==> src/rtl/load_store_unit_pkg.sv <==
// Shared encodings and default widths for the CPU memory-access stage,
// reused by the CPU core and the data memory.
package load_store_unit_pkg;

    localparam int LSU_ADDR_W = 12;
    localparam int LSU_DATA_W = 20;

    localparam logic [LSU_ADDR_W-1:0] LSU_STACK_TOP   = 12'hFFF;
    localparam logic [LSU_ADDR_W-1:0] LSU_STACK_LIMIT = 12'hF00;

    typedef enum logic [1:0] {
        OP_LD   = 2'd0,
        OP_ST   = 2'd1,
        OP_PUSH = 2'd2,
        OP_POP  = 2'd3
    } op_t;

    typedef enum logic [1:0] {
        S_IDLE   = 2'd0,
        S_ACCESS = 2'd1,
        S_RESP   = 2'd2
    } state_t;

endpackage

==> src/rtl/load_store_unit_stack_pointer.sv <==
// Stack pointer register: points at the next free slot, grows downwards,
// and reports full/empty against the configured stack window.
module stack_pointer #(
    parameter int                ADDR_W      = 12,
    parameter logic [ADDR_W-1:0] STACK_TOP   = 12'hFFF,
    parameter logic [ADDR_W-1:0] STACK_LIMIT = 12'hF00
) (
    input  logic              clk_i,
    input  logic              rst_i,
    input  logic              dec_i,
    input  logic              inc_i,
    output logic [ADDR_W-1:0] sp_o,
    output logic              full_o,
    output logic              empty_o
);

    logic [ADDR_W-1:0] sp_q;
    logic [ADDR_W-1:0] sp_d;

    always_comb begin
        sp_d = sp_q;
        if (dec_i) begin
            sp_d = sp_q - ADDR_W'(1);
        end else if (inc_i) begin
            sp_d = sp_q + ADDR_W'(1);
        end
    end

    always_ff @(posedge clk_i) begin
        if (rst_i) begin
            sp_q <= STACK_TOP;
        end else begin
            sp_q <= sp_d;
        end
    end

    // Full means the slot below STACK_LIMIT would be written next.
    assign full_o  = (sp_q == STACK_LIMIT - ADDR_W'(1));
    assign empty_o = (sp_q == STACK_TOP);
    assign sp_o    = sp_q;

endmodule

==> src/rtl/load_store_unit.sv <==
// Memory-access stage: accepts one LD/ST/PUSH/POP at a time, drives the data
// memory for exactly one cycle, and returns a registered response.
module load_store_unit
    import load_store_unit_pkg::*;
#(
    parameter int                ADDR_W      = LSU_ADDR_W,
    parameter int                DATA_W      = LSU_DATA_W,
    parameter logic [ADDR_W-1:0] STACK_TOP   = LSU_STACK_TOP,
    parameter logic [ADDR_W-1:0] STACK_LIMIT = LSU_STACK_LIMIT
) (
    input  logic              clock,
    input  logic              reset,
    input  logic              req_valid,
    output logic              req_ready,
    input  logic [1:0]        req_op,
    input  logic [ADDR_W-1:0] req_addr,
    input  logic [DATA_W-1:0] req_wdata,
    output logic              rsp_valid,
    input  logic              rsp_ready,
    output logic [DATA_W-1:0] rsp_rdata,
    output logic              rsp_error,
    output logic [ADDR_W-1:0] sp,
    output logic [ADDR_W-1:0] mem_address,
    output logic [DATA_W-1:0] mem_wdata,
    output logic              mem_load_en,
    output logic              mem_write_en,
    input  logic [DATA_W-1:0] mem_rdata,
    output state_t            dbg_state_o
);

    // Handshakes: a request transfers on a rising edge with req_valid && req_ready,
    // a response on a rising edge with rsp_valid && rsp_ready; valid never waits
    // on ready, and req_* are only sampled while the unit is IDLE.

    state_t            state_q, state_d;
    op_t               op_q, op_d;
    logic [ADDR_W-1:0] addr_q, addr_d;
    logic [DATA_W-1:0] wdata_q, wdata_d;
    logic [DATA_W-1:0] rdata_q, rdata_d;
    logic              error_q, error_d;
    logic              sp_dec, sp_inc, sp_full, sp_empty;

    stack_pointer #(
        .ADDR_W      (ADDR_W),
        .STACK_TOP   (STACK_TOP),
        .STACK_LIMIT (STACK_LIMIT)
    ) u_stack_pointer (
        .clk_i   (clock),
        .rst_i   (reset),
        .dec_i   (sp_dec),
        .inc_i   (sp_inc),
        .sp_o    (sp),
        .full_o  (sp_full),
        .empty_o (sp_empty)
    );

    always_comb begin
        state_d      = state_q;
        op_d         = op_q;
        addr_d       = addr_q;
        wdata_d      = wdata_q;
        rdata_d      = rdata_q;
        error_d      = error_q;
        sp_dec       = 1'b0;
        sp_inc       = 1'b0;
        mem_address  = '0;
        mem_wdata    = '0;
        mem_load_en  = 1'b0;
        mem_write_en = 1'b0;
        case (state_q)
            S_IDLE: begin
                if (req_valid) begin
                    op_d    = op_t'(req_op);
                    addr_d  = req_addr;
                    wdata_d = req_wdata;
                    rdata_d = '0;
                    // Stack faults are answered without touching memory.
                    if ((op_t'(req_op) == OP_PUSH && sp_full) ||
                        (op_t'(req_op) == OP_POP && sp_empty)) begin
                        error_d = 1'b1;
                        state_d = S_RESP;
                    end else begin
                        error_d = 1'b0;
                        state_d = S_ACCESS;
                    end
                end
            end
            S_ACCESS: begin
                case (op_q)
                    OP_LD: begin
                        mem_address = addr_q;
                        mem_load_en = 1'b1;
                        rdata_d     = mem_rdata;
                    end
                    OP_ST: begin
                        mem_address  = addr_q;
                        mem_wdata    = wdata_q;
                        mem_write_en = 1'b1;
                    end
                    OP_PUSH: begin
                        mem_address  = sp;
                        mem_wdata    = wdata_q;
                        mem_write_en = 1'b1;
                        sp_dec       = 1'b1;
                    end
                    OP_POP: begin
                        mem_address = sp + ADDR_W'(1);
                        mem_load_en = 1'b1;
                        rdata_d     = mem_rdata;
                        sp_inc      = 1'b1;
                    end
                    default: ;
                endcase
                state_d = S_RESP;
            end
            S_RESP: begin
                if (rsp_ready) begin
                    state_d = S_IDLE;
                end
            end
            default: state_d = S_IDLE;
        endcase
    end

    always_ff @(posedge clock) begin
        if (reset) begin
            state_q <= S_IDLE;
            op_q    <= OP_LD;
            addr_q  <= '0;
            wdata_q <= '0;
            rdata_q <= '0;
            error_q <= 1'b0;
        end else begin
            state_q <= state_d;
            op_q    <= op_d;
            addr_q  <= addr_d;
            wdata_q <= wdata_d;
            rdata_q <= rdata_d;
            error_q <= error_d;
        end
    end

    assign req_ready   = (state_q == S_IDLE) && !reset;
    assign rsp_valid   = (state_q == S_RESP);
    assign rsp_rdata   = rdata_q;
    assign rsp_error   = error_q;
    assign dbg_state_o = state_q;

endmodule

==> config.mk <==
export PLATFORM = sky130hd
export DESIGN_NAME = load_store_unit
export DESIGN_NICKNAME = d
export VERILOG_FILES = /design/src/rtl/load_store_unit_pkg.sv /design/src/rtl/load_store_unit_stack_pointer.sv /design/src/rtl/load_store_unit.sv
export SDC_FILE = /design/constraint.sdc
export NUM_CORES = 1
export LEC_CHECK = 0
export ABC_AREA = 1
export ABC_CLOCK_PERIOD_IN_PS = 2400
export BUFFER_PORTS_ARGS = -buffer_cell sky130_fd_sc_hd__buf_2
export CELL_PAD_IN_SITES_DETAIL_PLACEMENT = 1
export CELL_PAD_IN_SITES_GLOBAL_PLACEMENT = 2
export CORE_MARGIN = 2
export CORE_UTILIZATION = 28
export CTS_BUF_LIST = sky130_fd_sc_hd__clkbuf_4
export CTS_CLUSTER_SIZE = 16
export DETAILED_ROUTE_END_ITERATION = 16
export GPL_TIMING_DRIVEN = 0
export PLACE_DENSITY = 0.95
export SLEW_MARGIN = 20
export SYNTH_ARGS = -nofsm -noshare
export SYNTH_HDL_FRONTEND = slang
export SYNTH_SLANG_ARGS = --single-unit
export TNS_END_PERCENT = 5
==> constraint.sdc <==
create_clock -name clock -period 2.4 [get_ports clock]
set_input_delay 0.48 -clock clock [delete_from_list [all_inputs] [get_ports clock]]
set_output_delay 0.48 -clock clock [all_outputs]
set_load 0.03 [all_outputs]
==> results.md, run 1 <==
- Worst vdd ir: 0.000286 V
- Sequential share of the synthesized area: 38.7%
- Setup CP Type: reg -> out
- Antenna violations before repair: 0
- Mapped Cells: 539
- Worst Max-Slew Pin Slew: 614 ps
- Max frequency: 415 MHz
- H-Tree Depth: 3
- Remaining Overflow, GRT: 0
- Fin util: 38.6%
- CP max FO: 6
- Clock root buffer master: clkbuf_4
- Relative slew slack: 59.0%
- Combinational Power Share: 28.2%
- Reg2Reg Depth: 10
- Power per cell area: 627 nW/µm²
- Status: finished with violations
- Drt wl/cell: 15.7 µm
- Post-synthesis compound-gate area fraction: 16.7%
- Final worst slack: -8.74 ps
- CTS tree: yes
- Synth top area share: 38.7%
- First-pass GRT wire length: 20700 µm
- Crit path arrival time: 1930 ps
- Clk_lat worst skew: 460 ps
- Post-Syn Nets: 601
- Setup crit end kind: output port
- Nets: 746
- Synth area leader: dfxtp_1
- Buffers on Ports: 127
- Yosys warnings: 0
- Fin. max-slew vios: 0
- Hold Path Stages: 3
- Clock Skews: 27.7 ps
- Violated checks: setup timing
- Clock power frac: 29.0%
- Adder-cell share of the synthesized area: 1.40%
- Post-Place Cells: 838
- 1st-iter DRT viols: 189
- FF+latch count, synth: 69
- Leak: 2.28 nW
- RSZ-0062 raised after global routing: true
- Sequential share of power: 42.8%
- Post-synthesis simple-gate area fraction: 34.0%
- FP Rows: 41
- Post-synthesis cell type count: 30
- HPWL after DPL: 10000 µm
- Die area: 13700 µm²
- Vias in the first global route: 4110
- # IOs: 129
- Area Overhead vs Synth: 35.5%
- Share of cells above drive strength 1: 32.1%
- Final hold viol count: 0
- Non-Filler Instances: 862
- Total GRT Usage: 19.9%
- Worst hold path class: in -> reg
- WHS: 270 ps
- Clock-pin slew on the worst setup and hold paths: 140 ps
- Post-Syn Area: 3570 µm²
- Post-synthesis xor/xnor area fraction: 0.982%
- Sw frac: 35.5%
- Clock net sink count: 69
- Post-synth ARST share: 0%
- Core area: 12500 µm²
- Sw Pwr: 1.07 mW
- Top_reg_cell synth: dfxtp_1
- Die height: 117 µm
- Multiplexer share of the synthesized area: 0%
- Clock Tree Buf Depth: 2
- Fin crit share: 100%
- MaxCap Viol Count: 0
- Routability Congestion: 0.862
- CTS Hold Buffers Added: 0
- Die W: 117 µm
- Crit start category: register
- Post-synthesis area per instance: 6.62 µm²
- Area contributors post-synth: dfxtp_1 (39%), nor2_1 (13%), nand2_1 (11%)
- Final Critical Period: 2410 ps
- Endpoints failing setup: 2
- Number of buffers created by CTS: 9
- CP required: 1920 ps
- Pin count of the biggest net entering global routing: 14
- Post-Route WL: 13500 µm
- Via-per-instance ratio: 4.82
- Starting density of the core: 28.5%
- DRC: 0
- Vias: 4158
- Antenna viol nets, final: 0
- 1st-pass router iterations: 4
- Pint: 1.95 mW
- Post-synth EDFFs: 0
- Largest family of logic cells by synthesized area: simple AND/OR/NAND/NOR gates
[power groups by stage]
stage | Clock, mW | Combinational [mW] | Sequential [mW]
after floorplan | 0 | 0.478 | 1.37
after global placement | 0 | 0.762 | 1.32
after detailed placement | 0 | 0.783 | 1.32
after CTS | 0.903 | 0.822 | 1.30
after global routing | 0.947 | 0.947 | 1.31
final | 0.879 | 0.852 | 1.30
[logic make-up (layout without fill, tap and decap cells)]
logic type | after synthesis | in the layout
DFF | 69 | 69
xor gates and xnor gates | 4 | 4
buffers and inverters | 65 | 215
adders and majority gates | 4 | 4
and+or+nand+nor | 285 | 285
AOI/OAI and AO/OA | 112 | 112
other | 0 | 1
[cell type report]
cell class	instances	area (µm²)
repair buffers	136	746
diodes	1	2.50
clock buffers	10	75.1
flip-flops and latches	69	1410
clock inverters	6	77.6
multi-input cells	405	1990
plain buffers	30	191
well taps	172	215
inverters	33	128
fillers	1690	7680
[state kept, by name, indices dropped and copies added, names as in the netlist]
name and count:
wdata_q 20, u_stack_pointer.sp_o 12, op_q 2, rsp_rdata 20, dbg_state_o 2, addr_q 12, rsp_error 1
[Yosys cell counts, types with 3 or more instances]
| cell type | n |
|---|---|
| nor2_1 | 122 |
| nand2_1 | 103 |
| dfxtp_1 | 69 |
| o21ai_0 | 52 |
| a21oi_1 | 41 |
| nand3_1 | 38 |
| inv_1 | 27 |
| buf_2 | 14 |
| clkbuf_1 | 12 |
| a22oi_1 | 6 |
| inv_2 | 6 |
| nor2_2 | 6 |
| o21ai_1 | 5 |
| ha_1 | 4 |
| nand4_1 | 4 |
| xor2_1 | 4 |
| a31oi_1 | 3 |
| buf_6 | 3 |
| nand2_2 | 3 |
| nor3_1 | 3 |
[path summary, 6_finish.rpt]
path	from	endpoint	slack [ps]
worst max-delay path	u_stack_pointer.sp_o[0]	mem_address[1]	-9
worst min-delay path	mem_rdata[16]	rsp_rdata[16]	270
worst max register to register	u_stack_pointer.sp_o[0]	u_stack_pointer.sp_o[8]	740
worst min register to register	rsp_rdata[9]	rsp_rdata[9]	470
[what timing repair did]
| item | in CTS | in global routing |
|---|---|---|
| cloned | 0 | 0 |
| setup endpoints to repair | 33 | 34 |
| pin swaps | 5 | 11 |
| resized for setup | 37 | 34 |
| setup buffers | 8 | 1 |
[metrics by stage]
stage	power, mW	setup TNS [ps]	worst slack, ps	instance area, µm²
after detailed placement	2.11	0	107	4420
after global routing	3.20	-497	-90.3	4830
after CTS	3.02	-386	-48.6	4720
final	3.03	-10.2	-8.74	4830
after floorplan	1.85	0	57.6	3570
after global placement	2.08	0	90.3	4420
[layer usage]
layer	GRT usage (%)	wire length, µm
met1	24.1	5990
met5	0	0
met3	3.86	555
met2	33.7	6580
met4	9.73	408
[critical path: stages (launching register included)]
cell and delay [ps]:
dfxtp_4 390, buf_4 160, inv_1 170, ha_4 230, nand2_1 50, o21ai_0 90
a21oi_1 150, nor2_1 70, buf_4 170
[placed cells by master (no fill, tap or decap), types with 8 or more instances in the layout]
cell type    n
buf_6       10
buf_4       18
nor2_1     121
inv_2        8
dfxtp_1     57
a21oi_1     36
nand2_1    102
o21ai_0     52
nand3_1     38
buf_2      125
clkbuf_1     9
clkbuf_4    14
inv_1       24
Note: power is estimated with default switching activity, not from simulation.
==> run 2, diff against run 1 <==
- CORE_MARGIN: 2 -> 3
==> run 2 against run 1 <==
  * Combinational power is 2% lower
  * Largest cell class unchanged
  * Utilization is 0.69 points higher
  * First-iteration DRC count is 4.2% higher
  * The flow now finishes without violations
  * Count of clock-buffer cells in the layout stayed put
==> results.md, run 2 (same netlist as run 1, synthesis figures left out) <==
- Combinational Power Share: 27.6% (was 28.2%)
- CP max FO: 5 (was 6)
- Power per cell area: 631 nW/µm² (was 627 nW/µm²)
- Die area: 14100 µm² (was 13700 µm²)
- Remaining Overflow, GRT: 0 (unchanged)
- Number of buffers created by CTS: 9 (unchanged)
- Clock Tree Buf Depth: 2 (unchanged)
- Placed Area: 4410 µm² (was 4420 µm²)
- RSZ-0062 raised after global routing: true (unchanged)
- Worst Max-Slew Pin Slew: 581 ps (was 614 ps)
- Fin crit share: 97.3% (was 100%)
- Design area: 4800 µm² (was 4830 µm²)
- Post-Place Cells: 834 (was 838)
- Starting density of the core: 29.2% (was 28.5%)
- # IOs: 129 (unchanged)
- Sw frac: 35.3% (was 35.5%)
- CTS tree: yes (unchanged)
- DRC: 0 (unchanged)
- Vias in the first global route: 4334 (was 4110)
- MaxCap Viol Count: 0 (unchanged)
- Nets: 744 (was 746)
- Endpoints failing setup: 0 (was 2)
- First-pass GRT wire length: 21700 µm (was 20700 µm)
- Die W: 119 µm (was 117 µm)
- Sw Pwr: 1.07 mW (about the same)
- Pin count of the biggest net entering global routing: 14 (unchanged)
- Reg-to-reg setup timing slack: 760 ps (was 740 ps)
- Core area: 12200 µm² (was 12500 µm²)
- Antenna viol nets, final: 0 (unchanged)
- Share of cells above drive strength 1: 32.2% (was 32.1%)
- CP required: 1920 ps (about the same)
- Commonest non-fill, non-tap cell in the layout: buf_2 (unchanged)
- 1st-pass router iterations: 4 (unchanged)
- H-Tree Depth: 3 (unchanged)
- Status: completed (was finished with violations)
- Worst vdd ir: 0.000364 V (was 0.000286 V)
- CTS Hold Buffers Added: 0 (unchanged)
- FP Rows: 40 (was 41)
- Crit path arrival time: 1860 ps (was 1930 ps)
- Antenna violations before repair: 1 (was 0)
- Non-Filler Instances: 856 (was 862)
- Crit start category: register (unchanged)
- Source of the worst hold timing path: mem_rdata[13] (was mem_rdata[16])
- R2r endpoint: rsp_rdata[1] (was u_stack_pointer.sp_o[8])
- Commonest non-fill, non-tap cells in the layout: buf_2 (126), nor2_1 (120), nand2_1 (103), dfxtp_1 (56), o21ai_0 (50) (was buf_2 (125), nor2_1 (121), nand2_1 (102), dfxtp_1 (57), o21ai_0 (52))
- Relative slew slack: 61.3% (was 59.0%)
- Total GRT Usage: 19.1% (was 19.9%)
- Clock net sink count: 69 (unchanged)
- Clock root buffer master: clkbuf_4 (unchanged)
- Die height: 119 µm (was 117 µm)
- Final Critical Period: 2340 ps (was 2410 ps)
- Setup CP Type: reg -> out (unchanged)
- Max frequency: 428 MHz (was 415 MHz)
- Setup crit end kind: output port (unchanged)
- Drt wl/cell: 15.7 µm (about the same)
- Final hold viol count: 0 (unchanged)
- Clock Skews: 16.7 ps (was 27.7 ps)
- Pint: 1.96 mW (was 1.95 mW)
- Clock power frac: 29.6% (was 29.0%)
- Vias: 4091 (was 4158)
- Worst hold path class: in -> reg (unchanged)
- Area Overhead vs Synth: 34.5% (was 35.5%)
- Clock-pin slew on the worst setup and hold paths: 120 ps (was 140 ps)
- Total power: 3.03 mW (about the same)
- Sequential share of power: 42.9% (was 42.8%)
- Post-Route WL: 13400 µm (was 13500 µm)
- HPWL after DPL: 10300 µm (was 10000 µm)
- Via-per-instance ratio: 4.78 (was 4.82)
- Clk_lat worst skew: 440 ps (was 460 ps)
- Leak: 2.27 nW (was 2.28 nW)
- Hold Path Stages: 3 (unchanged)
- Reg-to-Reg Start: op_q[0] (was u_stack_pointer.sp_o[0])
- Buffers on Ports: 127 (unchanged)
- Fin. max-slew vios: 0 (unchanged)
- Reg2Reg Depth: 7 (was 10)
- 1st-iter DRT viols: 197 (was 189)
- Worst Hold End: rsp_rdata[13] (was rsp_rdata[16])
- Routability Congestion: 0.895 (was 0.862)
-- run 2: cell count changes in the layout (fill, tap and decap cells not counted), moves of 2 or more --
cell     before  now
dfxtp_2       7   10
dfxtp_4       5    3
o21ai_0      52   50
buf_4        18   15
nand3_2       0    2
nand3_4       2    0
o21ai_1       5    7
nor2_2        5    7
-- run 2: power by group through the flow --
stage	clock [mW]	combinational, mW	sequential [mW]
floorplan	0	0.478	1.37
global placement	0	0.768	1.32
detailed placement	0	0.784	1.32
CTS	0.923	0.810	1.30
global route	0.980	0.935	1.31
finish	0.895	0.835	1.30
-- run 2: routing by layer --
metal  vias up  wire, µm  track usage, %
met3        18       707            5.70
met5         -         0               0
met4         0       237            5.21
li1       2037         -               -
met1      1939      5630            22.2
met2        97      6840            34.2
-- run 2: repair_timing --
item | CTS | global route
setup endpoints to repair | 33 | 34
buffers inserted | 1 | 5
resized for setup | 32 | 38
endpoints found under the hold margin | 0 | 0
pin swaps | 2 | 10
cloned | 0 | 0
-- run 2: critical path: stages (launching register included) --
cell and delay (ps):
dfxtp_4 400, buf_4 120, nand3_2 120, nor2_2 140, xor2_1 200, nor2_1 60, o21a_1 190, buf_2 180
-- run 2: worst max-delay path by stage --
stage / startpoint / end / slack [ps] / cells after the start
floorplan: u_stack_pointer.sp_o[0] / mem_address[6] / 60 / 7
global placement: op_q[1] / mem_address[8] / 110 / 5
detailed placement: op_q[1] / mem_address[10] / 120 / 5
CTS: op_q[0] / mem_wdata[10] / -40 / 7
global route: u_stack_pointer.sp_o[1] / mem_address[10] / -120 / 8
finish: u_stack_pointer.sp_o[1] / mem_address[5] / 60 / 7
-- run 2: final cells by class --
class                   count  area, µm²
clock inverters             6       86.3
inverters                  33        128
multi-input cells         405       1970
flip-flops and latches     69       1410
clock buffers              10       75.1
well taps                 168        210
fillers                  1644       7410
repair buffers            133        717
diodes                      1       2.50
plain buffers              31        203
-- run 2: through the flow --
step / setup WS [ps] / hold WS, ps / TNS [ps] / utilization [%]
5_1_grt: -121 / 235 / -562 / 39.3
2_1_floorplan: 57.6 / 454 / 0 / -
6_report: 63.9 / 256 / 0 / 39.3
3_3_place_gp: 107 / 450 / 0 / 36.1
3_5_place_dp: 123 / 456 / 0 / 36.1
4_1_cts: -44.4 / 223 / -431 / 38.2
